[src/rtl/arithmetic_logic_unit_pkg.sv]
// Shared RV32I opcode and ALU op encodings, plus the combinational ALU
// function used by the execution unit.
package arithmetic_logic_unit_pkg;

    localparam logic [6:0] OPC_R      = 7'b0110011;
    localparam logic [6:0] OPC_I      = 7'b0010011;
    localparam logic [6:0] OPC_BRANCH = 7'b1100011;
    localparam logic [6:0] OPC_LUI    = 7'b0110111;

    localparam logic [3:0] OP_ADD  = 4'b0000;
    localparam logic [3:0] OP_SUB  = 4'b1000;
    localparam logic [3:0] OP_SLL  = 4'b0001;
    localparam logic [3:0] OP_SLT  = 4'b0010;
    localparam logic [3:0] OP_SLTU = 4'b0011;
    localparam logic [3:0] OP_XOR  = 4'b0100;
    localparam logic [3:0] OP_SRL  = 4'b0101;
    localparam logic [3:0] OP_SRA  = 4'b1101;
    localparam logic [3:0] OP_OR   = 4'b0110;
    localparam logic [3:0] OP_AND  = 4'b0111;

    localparam logic [2:0] BR_EQ  = 3'b000;
    localparam logic [2:0] BR_NE  = 3'b001;
    localparam logic [2:0] BR_LT  = 3'b100;
    localparam logic [2:0] BR_GE  = 3'b101;
    localparam logic [2:0] BR_LTU = 3'b110;
    localparam logic [2:0] BR_GEU = 3'b111;

    localparam int ROB_W   = 5;
    localparam int XLEN    = 32;
    localparam int ENTRY_W = ROB_W + XLEN;

    function automatic logic [31:0] alu_compute(
        input logic [6:0]  typ,
        input logic [3:0]  op,
        input logic [31:0] a,
        input logic [31:0] b
    );
        logic [3:0]  eff;
        logic [4:0]  sh;
        logic [31:0] r;
        eff = op;
        sh  = b[4:0];
        r   = a + b;
        // Immediate forms carry imm bits in op[3]; only srai/srli use it.
        if (typ == OPC_I && op[2:0] != 3'b101)
            eff = {1'b0, op[2:0]};
        if (typ == OPC_R || typ == OPC_I) begin
            case (eff)
                OP_SUB:  r = a - b;
                OP_SLL:  r = a << sh;
                OP_SLT:  r = {31'd0, $signed(a) < $signed(b)};
                OP_SLTU: r = {31'd0, a < b};
                OP_XOR:  r = a ^ b;
                OP_SRL:  r = a >> sh;
                OP_SRA:  r = $signed(a) >>> sh;
                OP_OR:   r = a | b;
                OP_AND:  r = a & b;
                default: r = a + b;
            endcase
        end else if (typ == OPC_BRANCH) begin
            case (op[2:0])
                BR_EQ:   r = {31'd0, a == b};
                BR_NE:   r = {31'd0, a != b};
                BR_LT:   r = {31'd0, $signed(a) < $signed(b)};
                BR_GE:   r = {31'd0, $signed(a) >= $signed(b)};
                BR_LTU:  r = {31'd0, a < b};
                BR_GEU:  r = {31'd0, a >= b};
                default: r = '0;
            endcase
        end else if (typ == OPC_LUI) begin
            r = b;
        end
        return r;
    endfunction

endpackage

[src/rtl/alu_result_fifo.sv]
// Result queue between the ALU stage and the CDB: flushable, pausable,
// head output reads as zero while empty.
module alu_result_fifo
    import arithmetic_logic_unit_pkg::*;
#(
    parameter int DEPTH = 4,
    parameter int W     = ENTRY_W
) (
    input  logic                       clk,
    input  logic                       rst,
    input  logic                       en,
    input  logic                       flush,
    input  logic                       push,
    input  logic                       pop,
    input  logic [W-1:0]               din,
    output logic [W-1:0]               dout,
    output logic [$clog2(DEPTH):0]     count,
    output logic                       empty,
    output logic                       full
);
    localparam int AW = $clog2(DEPTH);

    logic [W-1:0]  mem [DEPTH];
    logic [AW-1:0] rd_ptr;
    logic [AW-1:0] wr_ptr;
    logic          do_push;
    logic          do_pop;

    assign empty   = (count == '0);
    assign full    = (count == (AW+1)'(DEPTH));
    assign do_push = en && !flush && push;
    assign do_pop  = en && !flush && pop && !empty;
    assign dout    = empty ? '0 : mem[rd_ptr];

    always_ff @(posedge clk) begin
        if (do_push)
            mem[wr_ptr] <= din;
    end

    always_ff @(posedge clk or posedge rst) begin
        if (rst) begin
            rd_ptr <= '0;
            wr_ptr <= '0;
            count  <= '0;
        end else if (flush) begin
            rd_ptr <= '0;
            wr_ptr <= '0;
            count  <= '0;
        end else begin
            if (do_push)
                wr_ptr <= wr_ptr + 1'b1;
            if (do_pop)
                rd_ptr <= rd_ptr + 1'b1;
            case ({do_push, do_pop})
                2'b10:   count <= count + 1'b1;
                2'b01:   count <= count - 1'b1;
                default: count <= count;
            endcase
        end
    end

    // Upstream back-pressure leaves a slot for every accepted issue.
    assert property (@(posedge clk) disable iff (rst) !(do_push && full));

endmodule

[src/rtl/arithmetic_logic_unit.sv]
// Single-stage ALU execution unit: one issue register (S1), combinational
// compute, and a result queue feeding the common data bus.
module arithmetic_logic_unit
    import arithmetic_logic_unit_pkg::*;
#(
    parameter int FIFO_DEPTH = 4
) (
    input  logic        clk_in,
    input  logic        rst_in,
    input  logic        rdy_in,
    input  logic        _clear,
    input  logic        _alu_ready,
    input  logic [4:0]  _alu_rob_id,
    input  logic [6:0]  _alu_type,
    input  logic [3:0]  _alu_op,
    input  logic [31:0] _alu_v1,
    input  logic [31:0] _alu_v2,
    output logic        _alu_full,
    input  logic        _cdb_grant,
    output logic        _cdb_ready,
    output logic [4:0]  _cdb_rob_id,
    output logic [31:0] _cdb_value
);
    localparam int CW = $clog2(FIFO_DEPTH) + 1;

    logic               s1_valid;
    logic [4:0]         s1_rob_id;
    logic [6:0]         s1_type;
    logic [3:0]         s1_op;
    logic [31:0]        s1_v1;
    logic [31:0]        s1_v2;
    logic               accept;
    logic               pop;
    logic               empty;
    logic               fifo_full;
    logic [CW-1:0]      count;
    logic [ENTRY_W-1:0] push_data;
    logic [ENTRY_W-1:0] head;

    // Count the S1 entry too, so whatever is accepted can always be pushed.
    assign _alu_full = (32'(count) + 32'(s1_valid)) >= 32'(FIFO_DEPTH);
    assign accept    = rdy_in && _alu_ready && !_clear && !_alu_full;
    assign push_data = {s1_rob_id, alu_compute(s1_type, s1_op, s1_v1, s1_v2)};
    assign _cdb_ready  = rdy_in && !empty;
    assign pop         = _cdb_ready && _cdb_grant;
    assign _cdb_rob_id = head[ENTRY_W-1 -: ROB_W];
    assign _cdb_value  = head[XLEN-1:0];

    always_ff @(posedge clk_in or posedge rst_in) begin
        if (rst_in) begin
            s1_valid  <= 1'b0;
            s1_rob_id <= '0;
            s1_type   <= '0;
            s1_op     <= '0;
            s1_v1     <= '0;
            s1_v2     <= '0;
        end else if (_clear) begin
            s1_valid <= 1'b0;
        end else if (rdy_in) begin
            s1_valid <= accept;
            if (accept) begin
                s1_rob_id <= _alu_rob_id;
                s1_type   <= _alu_type;
                s1_op     <= _alu_op;
                s1_v1     <= _alu_v1;
                s1_v2     <= _alu_v2;
            end
        end
    end

    alu_result_fifo #(
        .DEPTH (FIFO_DEPTH),
        .W     (ENTRY_W)
    ) u_fifo (
        .clk   (clk_in),
        .rst   (rst_in),
        .en    (rdy_in),
        .flush (_clear),
        .push  (s1_valid),
        .pop   (pop),
        .din   (push_data),
        .dout  (head),
        .count (count),
        .empty (empty),
        .full  (fifo_full)
    );

    logic unused_ok;
    assign unused_ok = fifo_full;

endmodule

[config.mk]
export PLATFORM = sky130hd
export DESIGN_NAME = arithmetic_logic_unit
export DESIGN_NICKNAME = d
export VERILOG_FILES = /design/src/rtl/arithmetic_logic_unit_pkg.sv /design/src/rtl/alu_result_fifo.sv /design/src/rtl/arithmetic_logic_unit.sv
export SDC_FILE = /design/constraint.sdc
export NUM_CORES = 1
export LEC_CHECK = 0
export ABC_AREA = 1
export CAP_MARGIN = 15
export CORE_ASPECT_RATIO = 1.75
export CORE_MARGIN = 2
export CORE_UTILIZATION = 48
export DETAILED_ROUTE_END_ITERATION = 10
export DONT_BUFFER_PORTS = 1
export SETUP_SLACK_MARGIN = 0.2
export SLEW_MARGIN = 30
export SYNTH_ARGS = -nofsm -noshare
export SYNTH_HDL_FRONTEND = slang
export SYNTH_SLANG_ARGS = --single-unit
[constraint.sdc]
create_clock -name clk_in -period 3.9 [get_ports clk_in]
set_clock_uncertainty 0.1 [all_clocks]
set_input_delay 0.78 -clock clk_in [delete_from_list [all_inputs] [get_ports clk_in]]
set_output_delay 0.78 -clock clk_in [all_outputs]
set_load 0.05 [all_outputs]
== Yosys cells after proc, flatten, opt, wreduce, memory -nomap -nowiden ==
Memory sizes are Yosys's and may differ from the RTL's.
Cells that the tools add are included.
Word-level totals
  register bits: 88
  bits in latches: 0
  bits in writable memories: 148
  bits in read-only memories: 0
  bits of input ports: 86
  output and inout port bits: 39
  logic and storage cells: 90
  memories: 1
Operators by class
  add/subtract/negate cells: 7
  $mul: 0
  div/mod/pow operators: 0
  order comparisons: 5
  equality and inequality tests: 23
  shift-type cells: 3
  mux-type cells: 17
  bitwise logic cells: 4
  reductions and logical operators: 21
Memory list
  u_fifo.mem: words 4, bits a word 37, rd ports 1, clocked after Yosys merged registers in 0, wr ports 1, line alu_result_fifo.sv:23  | logic [W-1:0] mem [DEPTH];
Operators by type and width (number)
  $pmux 32 s9: 1
  $mux 32: 3
  $ge 32x32->1: 2
  $lt 32x32->1: 2
  $mux 37: 1
  $add 32x32->32: 1
  $and 32x32->32: 1
  $eq 32x32->1: 1
  $ne 32x32->1: 1
  $or 32x32->32: 1
  $shl 32x5->32: 1
  $shr 32x5->32: 1
  $sshr 32x5->32: 1
  $sub 32x32->32: 1
  $xor 32x32->32: 1
  $eq 4x3->1 const B: 4
  $eq 7x6->1 const B: 2
  $eq 3x3->1 const B: 4
  $logic_and 1x1->1: 10
  $eq 4x2->1 const B: 2
  $eq 4x4->1 const B: 2
  $mux 2: 4
  $eq 7x5->1 const B: 1
  $eq 7x7->1 const B: 1
  other kinds (22): 31

== Longest topological paths before layout ==
Gate-level depths: netlist of run 1.
  word-level depth: 9
  gate-level depth with buffers: 21
  gate-level depth less buffers: 19

== Modules after synthesis ==
A second synthesis of run 1 with hierarchy kept.
Unflattened totals
  cells, all modules: 2865
  area, all modules: 19583.8 µm²
By module, submodules not included
  arithmetic_logic_unit: times used 1, cells each 2361, area an instance 13394.1 µm², sequential area each 2026.9 µm²
  alu_result_fifo: times used 1, cells each 504, area an instance 6189.7 µm², sequential area each 4619.4 µm²

== Worst setup path after synthesis of run 1 ==
OpenSTA, ideal clock, no wires.
  path kind: input to register
  from: in rdy_in
  to: mem u_fifo.mem[0][0] in the netlist's numbering (enable)
  library setup time: 431 ps
  arrival: 2724 ps
  data required time: 3369 ps
  slack: 645 ps
  stages: 4
  buffers on the path: 0
  cell sequence: inv_1 nor2_1 nand2_1 nor2_1
Between the ends
  longest elaborated chain between the ends: 4
RTL lines
  from (decl): line arithmetic_logic_unit.sv:10  | input logic rdy_in,
  $logic_and 1x1->1 (2 in series): line alu_result_fifo.sv:31  | assign do_push = en && !flush && push;
  $mux 1: line alu_result_fifo.sv:36  | if (do_push)
  $mux 1 (not written as such): line alu_result_fifo.sv:37  | mem[wr_ptr] <= din;
  to (decl): line alu_result_fifo.sv:23
Every way passes these cells.

== Final worst setup path of run 1 ==
  from: reg s1_v2[0]
  to: mem u_fifo.mem[3][5] in the netlist's numbering, data pin
Between the ends
  longest elaborated chain between the ends: 4
  elaborated cells on any way between the ends: 9
  classes of those cells: add/sub (2); shift (3); mux (4)
RTL lines
  from (decl): line arithmetic_logic_unit.sv:31  | logic [31:0] s1_v2;
  from (signal assigned): line arithmetic_logic_unit.sv:66  | s1_v2 <= _alu_v2;
  branches (longest 3 deep; another with $add 32x32->32)
  $mux 32 (*): line arithmetic_logic_unit_pkg.sv:47  | if (typ == OPC_R || typ == OPC_I) begin
  named net push_data[5]: line arithmetic_logic_unit.sv:37  | logic [ENTRY_W-1:0] push_data;
Mark *: on every way through the listed nets, which the timed path passes.

==> results of run 1 <==
==> worst register-to-register path, stage by stage, from the launching register on <==
cell and delay, ps:
dfrtp_2 520, inv_2 260, nand2_1 210, o21ai_1 150, o21ai_0 680, nand2_1 110, nand2_1 120, nand2_1 80
o21ai_0 160, o21ai_0 130, buf_4 170, nand2_1 80, nand2_1 100, nor2_1 170, o21ai_1 140, buf_4 180
==> synth_stat cells (5+ instances only) <==
master / n / area share
a21oi_1: 251 / 0.064
buf_1: 23 / 0.0044
buf_2: 41 / 0.010
buf_4: 15 / 0.0057
buf_6: 6 / 0.0034
clkbuf_1: 68 / 0.013
clkinv_1: 5 / 0.00096
dfrtp_1: 88 / 0.11
edfxtp_1: 148 / 0.23
ha_1: 101 / 0.064
inv_1: 256 / 0.049
inv_2: 10 / 0.0019
mux2_2: 10 / 0.0057
nand2_1: 680 / 0.13
nand2_2: 5 / 0.0016
nand3_1: 222 / 0.057
nand4_1: 31 / 0.0099
nor2_1: 453 / 0.087
nor2_2: 5 / 0.0016
nor3_1: 24 / 0.0061
nor4_1: 5 / 0.0016
o211ai_1: 54 / 0.021
o21a_1: 10 / 0.0038
o21ai_0: 250 / 0.064
o21ai_1: 31 / 0.0079
o21bai_1: 13 / 0.0050
o22ai_1: 11 / 0.0035
or2_2: 11 / 0.0035
xor2_1: 25 / 0.011
==> timing repair <==
| action | in CTS | in global routing |
|---|---|---|
| setup buffers | 0 | 0 |
| resized for setup | 0 | 1 |
| setup endpoints to repair | 0 | 4 |
==> flip-flops by register name, indices dropped and copies added (netlist names) <==
register / count
u_fifo.wr_ptr: 2
s1_v1: 32
s1_op: 4
s1_rob_id: 5
s1_type: 7
u_fifo.mem: 148
s1_valid: 1
u_fifo.count: 3
s1_v2: 32
u_fifo.rd_ptr: 2
==> metal layers <==
layer | GRT usage | vias to the layer above
li1 | - | 9573
met2 | 0.7162 | 1138
met3 | 0.06418 | 399
met1 | 0.4377 | 9953
met5 | 0 | -
met4 | 0.3684 | 0
==> final cells by class <==
class                      instances  area (sq um)
tap                              550         688.2
multi-input combinational       2243         11270
fill                            4106         19220
inverter                         271          1020
timing repair buffer             110         938.4
clock buffer                      27         633.1
sequential                       236          6654
clock inverter                    17         160.2
==> cell families (layout without fill, tap and decap cells) <==
| family | Yosys count | count (layout) | share of synthesized area |
|---|---|---|---|
| AOI/OAI and AO/OA | 642 | 642 | 0.1776 |
| adders and majority gates | 104 | 104 | 0.06742 |
| and+or+nand+nor | 1456 | 1456 | 0.3075 |
| xor gates and xnor gates | 27 | 27 | 0.01204 |
| DFF | 236 | 236 | 0.3385 |
| buffers and inverters | 425 | 425 | 0.08909 |
| muxes | 14 | 14 | 0.007775 |
==> power by group through the flow <==
| stage | logic, mW | clock network [mW] | registers [mW] |
|---|---|---|---|
| 2_1_floorplan | 8.55 | 0 | 3.91 |
| 4_1_cts | 13.1 | 2.43 | 4.05 |
| 3_5_place_dp | 13.0 | 0 | 4.10 |
| 5_1_grt | 14.5 | 2.52 | 4.10 |
| 6_report | 13.5 | 2.42 | 4.07 |
| 3_3_place_gp | 13.0 | 0 | 4.07 |
==> metrics by stage <==
step / area (sq um) / std cells
detailed placement: 20570 / 3410
CTS: 21370 / 3454
global route: 21370 / 3454
global placement: 20570 / 3410
finish: 21370 / 3454
floorplan: 19630 / 2904
==> final timing paths <==
check,depth (start not counted),slack [ps],startpoint,end
worst max register to register,15,290,s1_v2[0],u_fifo.mem[3][5]
max in group asynchronous,2,3040,rst_in,s1_v1[31]
worst min register to register,1,410,s1_type[0],s1_type[0]
min in group clk_in,1,280,_alu_op[0],s1_op[0]
worst min-delay path,2,120,rst_in,u_fifo.count[1]
worst max-delay path,15,290,s1_v2[0],u_fifo.mem[3][5]
==> impl_metrics.ini, run 1 <==
[die]
start_util = 0.4838
core_area_sq_um = 40590
dieWidth_um = 156.9
rows = 98
die-area_sq_um = 42600
io-pin-count = 125
die_h_um = 271.5

[drt]
ant_nets = 0
drtIter0Drc = 2038
wl_met3_mm = 6.379
routedLengthMet1_mm = 30.54
routed_wl_mm = 90.09
post-route-drc-count = 0
wl_per_cell_um = 26.08
firstDrtPassIters = 8
wl_met2_mm = 43.39
highest_layer = met4
via_per_inst = 6.098
vias = 21060

[power]
p_seq_frac = 0.203
power_density_nw_per_um2 = 937.7
ir_worst_vdd_mv = 0.3880
pwr-share-comb = 0.676
total_power_mw = 20.03
internal-power_mw = 8.566
p_leak_nw = 9.514
power_frac_clock = 0.121
swShare = 0.5725
switching_power_mw = 11.47

[final_layout]
final_nets = 3076
syn_to_final_growth_pct = 8.826
fin_util = 0.5265
post_route_cells_drive_above_1_share = 0.07610
final_common_cell = nand2_1
antennaDiodeCount = 0
final_cell_mix = 680 x nand2_1, 449 x nor2_1, 254 x inv_1, 251 x a21oi_1, 250 x o21ai_0

[worst_setup_path]
critical_path.startpoint_type = flop
crit_slowest_cell = o21ai_0
cp.required_ps = 4100
path_class = reg -> reg
crit_family = compound AO/OA/AOI/OAI gates
path_common_cell = nand2_1
path_cells = inv_2 -> nand2_1 -> o21ai_1 -> o21ai_0 -> nand2_1 -> nand2_1 -> nand2_1 -> o21ai_0 -> o21ai_0 -> buf_4 -> nand2_1 -> nand2_1 -> nor2_1 -> o21ai_1 -> buf_4
worst-path-buf-inv = 3
worstPathArrival_ps = 3810
critPathMaxStageDelay_ps = 680
end_kind = flop
cp_max_fo = 18

[placement]
place_congestion = 1.054
hpwl_mm = 69.92
post-place-ws_ps = 385.1
io_buffers = 0

[clock_tree]
hold_buffers = 0
tritoncts = done
cts_max_level = 1
clockBufferDepth = 3
cts_buffers = 24
clkTransAtPathRegs_ps = 70
clock_latency_ps = 560
clockRootBuffer = clkbuf_16
cts.sinks = 236

[sta]
fmax_mhz = 276.8
hold-worst-slack_ps = 117.1
rsz0062_at_grt = no
worst_pin_slew_ps = 1027
setup_ws_ps = 286.7
relSlewSlack = 0.3079
fin_crit_ps = 3613
tns_ps = 0
slew_violations = 0
hold_violations = 0
finalCritPeriodShare = 0.9265
setup_viol = 0

[logic_synthesis]
ys_warn_count = 0
netlist_instances = 2904
synth_edf_count = 148
syn_area_sq_um = 19630
synth.ff_latch_count = 236
seq_area_frac_synth = 0.3385
synth.distinct_cells = 53
synth_flop_cell = edfxtp_1
async_flop_share = 0.3729
syn-num-nets = 3094
postSynthAreaPerCell_sq_um = 6.761

[global_route]
grt_start_max_net_pins = 90
grt_pass1_vias = 21110
grt_antenna_before_repair = 0
gr-usage-all-layers = 0.4178
overflow = 0
grt_pass1_wl_mm = 130.4

[outcome]
status = complete, no violations

[worst_hold_path]
hp-class = in -> async

[job]
max_cap_violations = 0
(Power assumes the default switching activity.)
==> run 2, diff against run 1 <==
--- a/config.mk
+++ b/config.mk
@@ -7,7 +7,7 @@
 export LEC_CHECK = 0
 export ABC_AREA = 1
 export CAP_MARGIN = 15
-export CORE_ASPECT_RATIO = 1.75
+export CORE_ASPECT_RATIO = 2
 export CORE_MARGIN = 2
 export CORE_UTILIZATION = 48
 export DETAILED_ROUTE_END_ITERATION = 10
==> run 2 against run 1 <==
  * Final area rose by 0.36%
  * Wire length rose by 2.0%
  * Count of clock-buffer cells in the layout fell by 1
  * Final cell count fell by 0.17%
  * First-iteration DRC count fell by 11%
  * Critical endpoint is now u_fifo.mem[0][26]
  * Worst hold slack got worse by 32 ps
  * Highest routed layer is now met5
  * Setup slack got worse by 41 ps
==> impl_metrics.ini, run 2 (synthesis results as in run 1) <==
[global_route]
grt_start_max_net_pins = 79
grt_antenna_before_repair = 2
grt_pass1_vias = 21160
gr-usage-all-layers = 0.4207
overflow = 0
grt_pass1_wl_mm = 132.1

[placement]
dp.cells = 3406
placed_area_sq_um = 20650
place_congestion = 1.121
hpwl_mm = 71.36
io_buffers = 0

[final_layout]
multi_input_area_sq_um = 11290
nFillCells = 4172
final_common_cell = nand2_1
largest_register_ffs = 148
seq_area_sq_um = 6653
final_nets = 3091
reg_top3 = u_fifo.mem (148), s1_v1 (32), s1_v2 (32)
final_cell_mix = 680 x nand2_1, 449 x nor2_1, 254 x inv_1, 250 x a21oi_1, 250 x o21ai_0
instances_no_fill = 3448
stdcell_area_sq_um = 21440
syn_to_final_growth_pct = 9.215
post_route_cells_drive_above_1_share = 0.08193
top_register = u_fifo.mem

[worst_setup_path]
critPathLaunch = s1_v1[6]
cp.required_ps = 4040
crit_slowest_cell = ha_1
path_cells = inv_1 -> ha_1 -> nand2_1 -> nor2_1 -> nand3_1 -> nand3_1 -> nand3_1 -> nand4_1 -> nand3_1 -> nand2_1 -> inv_1 -> nand2_1 -> nand2_1
r2r_slack_ps = 250
crit_family = simple AND/OR/NAND/NOR gates
cp_max_fo = 9
worst-path-buf-inv = 2
reg2regPathDepth = 13
worstPathArrival_ps = 3790
worstReg2RegStart = s1_v1[6]
path_class = reg -> reg
r2r_end = u_fifo.mem[0][26]
critical_path.startpoint_type = flop
critPathMaxStageDelay_ps = 500
end_kind = flop
crit_cells = 13

[clock_tree]
cts.sinks = 236
tritoncts = done
clockRootBuffer = clkbuf_16
cts_buffers = 23
postCtsSetupBuffers = 0
clockBufferDepth = 3
cts_max_level = 1
clkTransAtPathRegs_ps = 90
clock_latency_ps = 560

[power]
p_leak_nw = 9.561
power_density_nw_per_um2 = 938.6
ir_worst_vdd_mv = 0.4713
total_power_mw = 20.13

[die]
start_util = 0.4867
io-pin-count = 125
dieWidth_um = 147.0
die_h_um = 290.0
rows = 104
die-area_sq_um = 42640
core_area_sq_um = 40340

[sta]
setup_viol = 0
hold_violations = 0
tns_ps = 0
slew_violations = 0
relSlewSlack = 0.2451
rsz0062_at_grt = no
fin_crit_ps = 3654
fmax_mhz = 273.7
worst_pin_slew_ps = 1123
finalCritPeriodShare = 0.9369

[drt]
via_per_inst = 6.137
routed_wl_mm = 91.88
firstDrtPassIters = 7
vias = 21160
ant_nets = 0
drtIter0Drc = 1804
post-route-drc-count = 0
wl_per_cell_um = 26.65

[job]
max_cap_violations = 0

[outcome]
status = complete, no violations

[worst_hold_path]
hp-class = in -> async
[run 2: cell types whose count changed in the layout (fill, tap and decap cells not counted), moves of 2 or more]
cell        change
buf_12          -2
buf_4          +18
clkbuf_16       -2
clkbuf_8        +2
clkinv_2        -3
clkinv_4        -2
clkinvlp_4      +3
ha_1            -2
ha_2            +2
[run 2: power breakdown]
| part | internal (mW) | total, mW | switching (mW) |
|---|---|---|---|
| registers | 3.61 | 4.06 | 0.451 |
| logic | 3.69 | 13.7 | 10.0 |
| clock network | 1.33 | 2.37 | 1.04 |
| total | 8.62 | 20.1 | 11.5 |
[run 2: routing by layer]
metal / vias up / GRT usage / share of wire
met4: 2 / 0.3966 / 0.12
met1: 9996 / 0.4187 / 0.33
li1: 9624 / - / -
met2: 1094 / 0.7346 / 0.49
met5: - / 0 / 0.00017
met3: 445 / 0.06588 / 0.065
[run 2: cell type report]
class	instances	share of cell area
multi-input combinational	2243	0.5267
sequential	236	0.3102
clock inverter	15	0.007994
tap	530	0.03093
clock buffer	26	0.02830
timing repair buffer	126	0.04820
inverter	271	0.04756
antenna	1	0.0001167
[run 2: what timing repair did]
| item | CTS | global route |
|---|---|---|
| hold buffers | 0 | 0 |
| resized for setup | 0 | 4 |
| setup endpoints to repair | 0 | 24 |
[run 2: worst reg2reg max path, cell delays in order, from the launching register on]
cell	delay (ps)
dfrtp_1	450
inv_1	110
ha_1	500
nand2_1	190
nor2_1	330
nand3_1	230
nand3_1	430
nand3_1	400
nand4_1	220
nand3_1	90
nand2_1	60
inv_1	40
nand2_1	50
nand2_1	130
[run 2: worst max path at each step]
stage,slack (ps),endpoint
floorplan,640,u_fifo.mem[0][0]
global placement,440,u_fifo.mem[1][5]
detailed placement,430,u_fifo.mem[2][0]
CTS,400,u_fifo.mem[2][0]
global route,230,u_fifo.mem[3][22]
finish,250,u_fifo.mem[0][26]
[run 2: metrics by stage]
stage | hold WS (ps) | setup slack (ps) | utilization
floorplan | 370.9 | 645.0 | -
global placement | 388.5 | 443.3 | 0.5119
detailed placement | 405.3 | 429.2 | 0.5119
CTS | 98.98 | 396.4 | 0.5312
global route | 129.5 | 234.0 | 0.5315
finish | 85.30 | 246.0 | 0.5316
==> run 3, diff against run 2 <==
--- a/config.mk
+++ b/config.mk
@@ -9,7 +9,8 @@
 export CAP_MARGIN = 15
 export CORE_ASPECT_RATIO = 2
 export CORE_MARGIN = 2
-export CORE_UTILIZATION = 48
+export CORE_UTILIZATION = 34
+export CTS_CLUSTER_SIZE = 20
 export DETAILED_ROUTE_END_ITERATION = 10
 export DONT_BUFFER_PORTS = 1
 export SETUP_SLACK_MARGIN = 0.2
==> run 3 against run 2 <==
  * Maximum frequency up 0.91%
  * Sequential share of layout area down 0.74 points
  * Setup slack better by 33 ps
  * Clock power up 16%
  * First-iteration DRC count up 2.4%
  * Wire length up 6.9%
  * Flip-flop and latch count unchanged
  * Critical path depth unchanged
  * Die area up 40%
  * Critical path type unchanged
  * Highest routed layer is now met4
==> impl_metrics.ini, run 3 (synthesis results as in run 1) <==
[global_route]
grt_start_max_net_pins = 78
grt_pass1_vias = 20920
grt_pass1_wl_mm = 140.0
overflow = 0
gr-usage-all-layers = 0.3244
grt_antenna_before_repair = 1

[outcome]
status = complete, no violations

[power]
ir_worst_vdd_mv = 0.3356
total_power_mw = 21.08
power_frac_clock = 0.131
internal-power_mw = 9.031
p_leak_nw = 9.717
p_seq_frac = 0.192
swShare = 0.5715
power_density_nw_per_um2 = 959.4
pwr-share-comb = 0.678
switching_power_mw = 12.05

[die]
rows = 124
core_area_sq_um = 57090
dieWidth_um = 173.9
io-pin-count = 125
start_util = 0.3439
die-area_sq_um = 59800
die_h_um = 343.8

[placement]
place_congestion = 1.078
hpwl_mm = 76.61
io_buffers = 0

[drt]
vias = 20910
via_per_inst = 5.659
firstDrtPassIters = 6
wl_per_cell_um = 26.59
post-route-drc-count = 0
ant_nets = 0
routed_wl_mm = 98.26
drtIter0Drc = 1848

[final_layout]
final_cell_mix = 679 x nand2_1, 449 x nor2_1, 253 x inv_1, 250 x a21oi_1, 248 x o21ai_0
syn_to_final_growth_pct = 11.90
antennaDiodeCount = 0
post_route_cells_drive_above_1_share = 0.08915
reg_top3 = u_fifo.mem (148), s1_v1 (32), s1_v2 (32)
top_register = u_fifo.mem
final_nets = 3111
nFillCells = 6306
final_common_cell = nand2_1
largest_register_ffs = 148

[sta]
fin_crit_ps = 3621
finalCritPeriodShare = 0.9284
setup_viol = 0
rsz0062_at_grt = no
fmax_mhz = 276.2
hold_violations = 0
tns_ps = 0
slew_violations = 0
relSlewSlack = 0.3953
worst_pin_slew_ps = 906.1

[clock_tree]
clockRootBuffer = clkbuf_16
hold_buffers = 0
clkTransAtPathRegs_ps = 70
clock_latency_ps = 610
cts_max_level = 1
clockBufferDepth = 3
tritoncts = done
postCtsSetupBuffers = 0
cts_resized = 0
cts.sinks = 236
cts_buffers = 24

[worst_setup_path]
end_kind = flop
cp_max_fo = 6
r2r_slack_ps = 280
crit_path_end = u_fifo.mem[1][29]
cp.required_ps = 4100
critical_path.startpoint_type = flop
worstPathArrival_ps = 3820
reg2regPathDepth = 13
worstReg2RegStart = s1_v1[22]
critPathLaunch = s1_v1[22]
r2r_end = u_fifo.mem[1][29]
path_class = reg -> reg

[worst_hold_path]
hp-class = in -> async

[job]
max_cap_violations = 0
==> run 3: changes by cell type in the layout (fill, tap and decap cells not counted), moves of 2 or more <==
cell,change
bufinv_16,+3
buf_4,+20
clkbuf_16,+2
ha_2,-2
clkbuf_8,-2
o21ai_1,+2
o21ai_0,-2
ha_1,+2
clkinv_1,-3
==> run 3: worst min path at each step <==
stage	from	to	slack, ps	depth (start not counted)
5_1_grt	rst_in	s1_v2[8]	110	1
2_1_floorplan	s1_rob_id[0]	u_fifo.mem[0][32]	370	0
3_3_place_gp	s1_type[1]	s1_type[1]	390	1
6_report	rst_in	s1_v2[8]	60	1
3_5_place_dp	s1_type[1]	s1_type[1]	390	1
4_1_cts	rst_in	s1_v2[8]	120	1
==> run 3: metal layers <==
metal	track usage	vias to the layer above	part of all wire	wire length, um
met2	0.5953	916	0.51	50320
met3	0.04078	392	0.050	4940
li1	-	9659	-	-
met4	0.2983	0	0.11	10860
met1	0.3143	9942	0.33	32130
met5	0	-	0	0
==> run 3: cell type report <==
class                      count  area [sq um]  area share
clock buffer                  27         633.1     0.02882
inverter                     271          1020     0.04642
timing repair buffer         145          1164     0.05296
sequential                   236          6653      0.3028
tap                          756         945.9     0.04305
multi-input combinational   2243         11290      0.5137
clock inverter                17         269.0     0.01224
==> run 3: power groups by stage <==
stage / Clock [mW] / Combinational, mW / Sequential [mW]
after CTS: 2.78 / 13.8 / 4.02
after global placement: 0 / 13.8 / 4.06
after floorplan: 0 / 8.55 / 3.91
final: 2.75 / 14.3 / 4.04
after global routing: 2.88 / 15.2 / 4.07
after detailed placement: 0 / 13.8 / 4.07
==> run 3: worst max-delay path, stage by stage (launching register included) <==
cell	delay, ps
dfrtp_1	560
inv_1	250
ha_1	440
buf_4	200
a21oi_1	350
o21ai_0	330
nand2_1	140
a21oi_1	110
nor3_1	330
nand3_1	120
nand2_1	100
nand2_1	50
o211ai_1	100
nand2_1	150
==> run 3: metrics by stage <==
| stage | hold slack, ps | area, sq um | util | cells | setup WS (ps) |
|---|---|---|---|---|---|
| finish | 56.15 | 21970 | 0.3848 | 3695 | 279.1 |
| global route | 109.3 | 21970 | 0.3848 | 3695 | 207.5 |
| CTS | 122.1 | 21960 | 0.3846 | 3695 | 225.0 |
| detailed placement | 392.6 | 21060 | 0.3688 | 3651 | 242.1 |
| global placement | 386.9 | 21060 | 0.3688 | 3651 | 175.0 |
| floorplan | 370.9 | 19630 | - | 2904 | 645.0 |
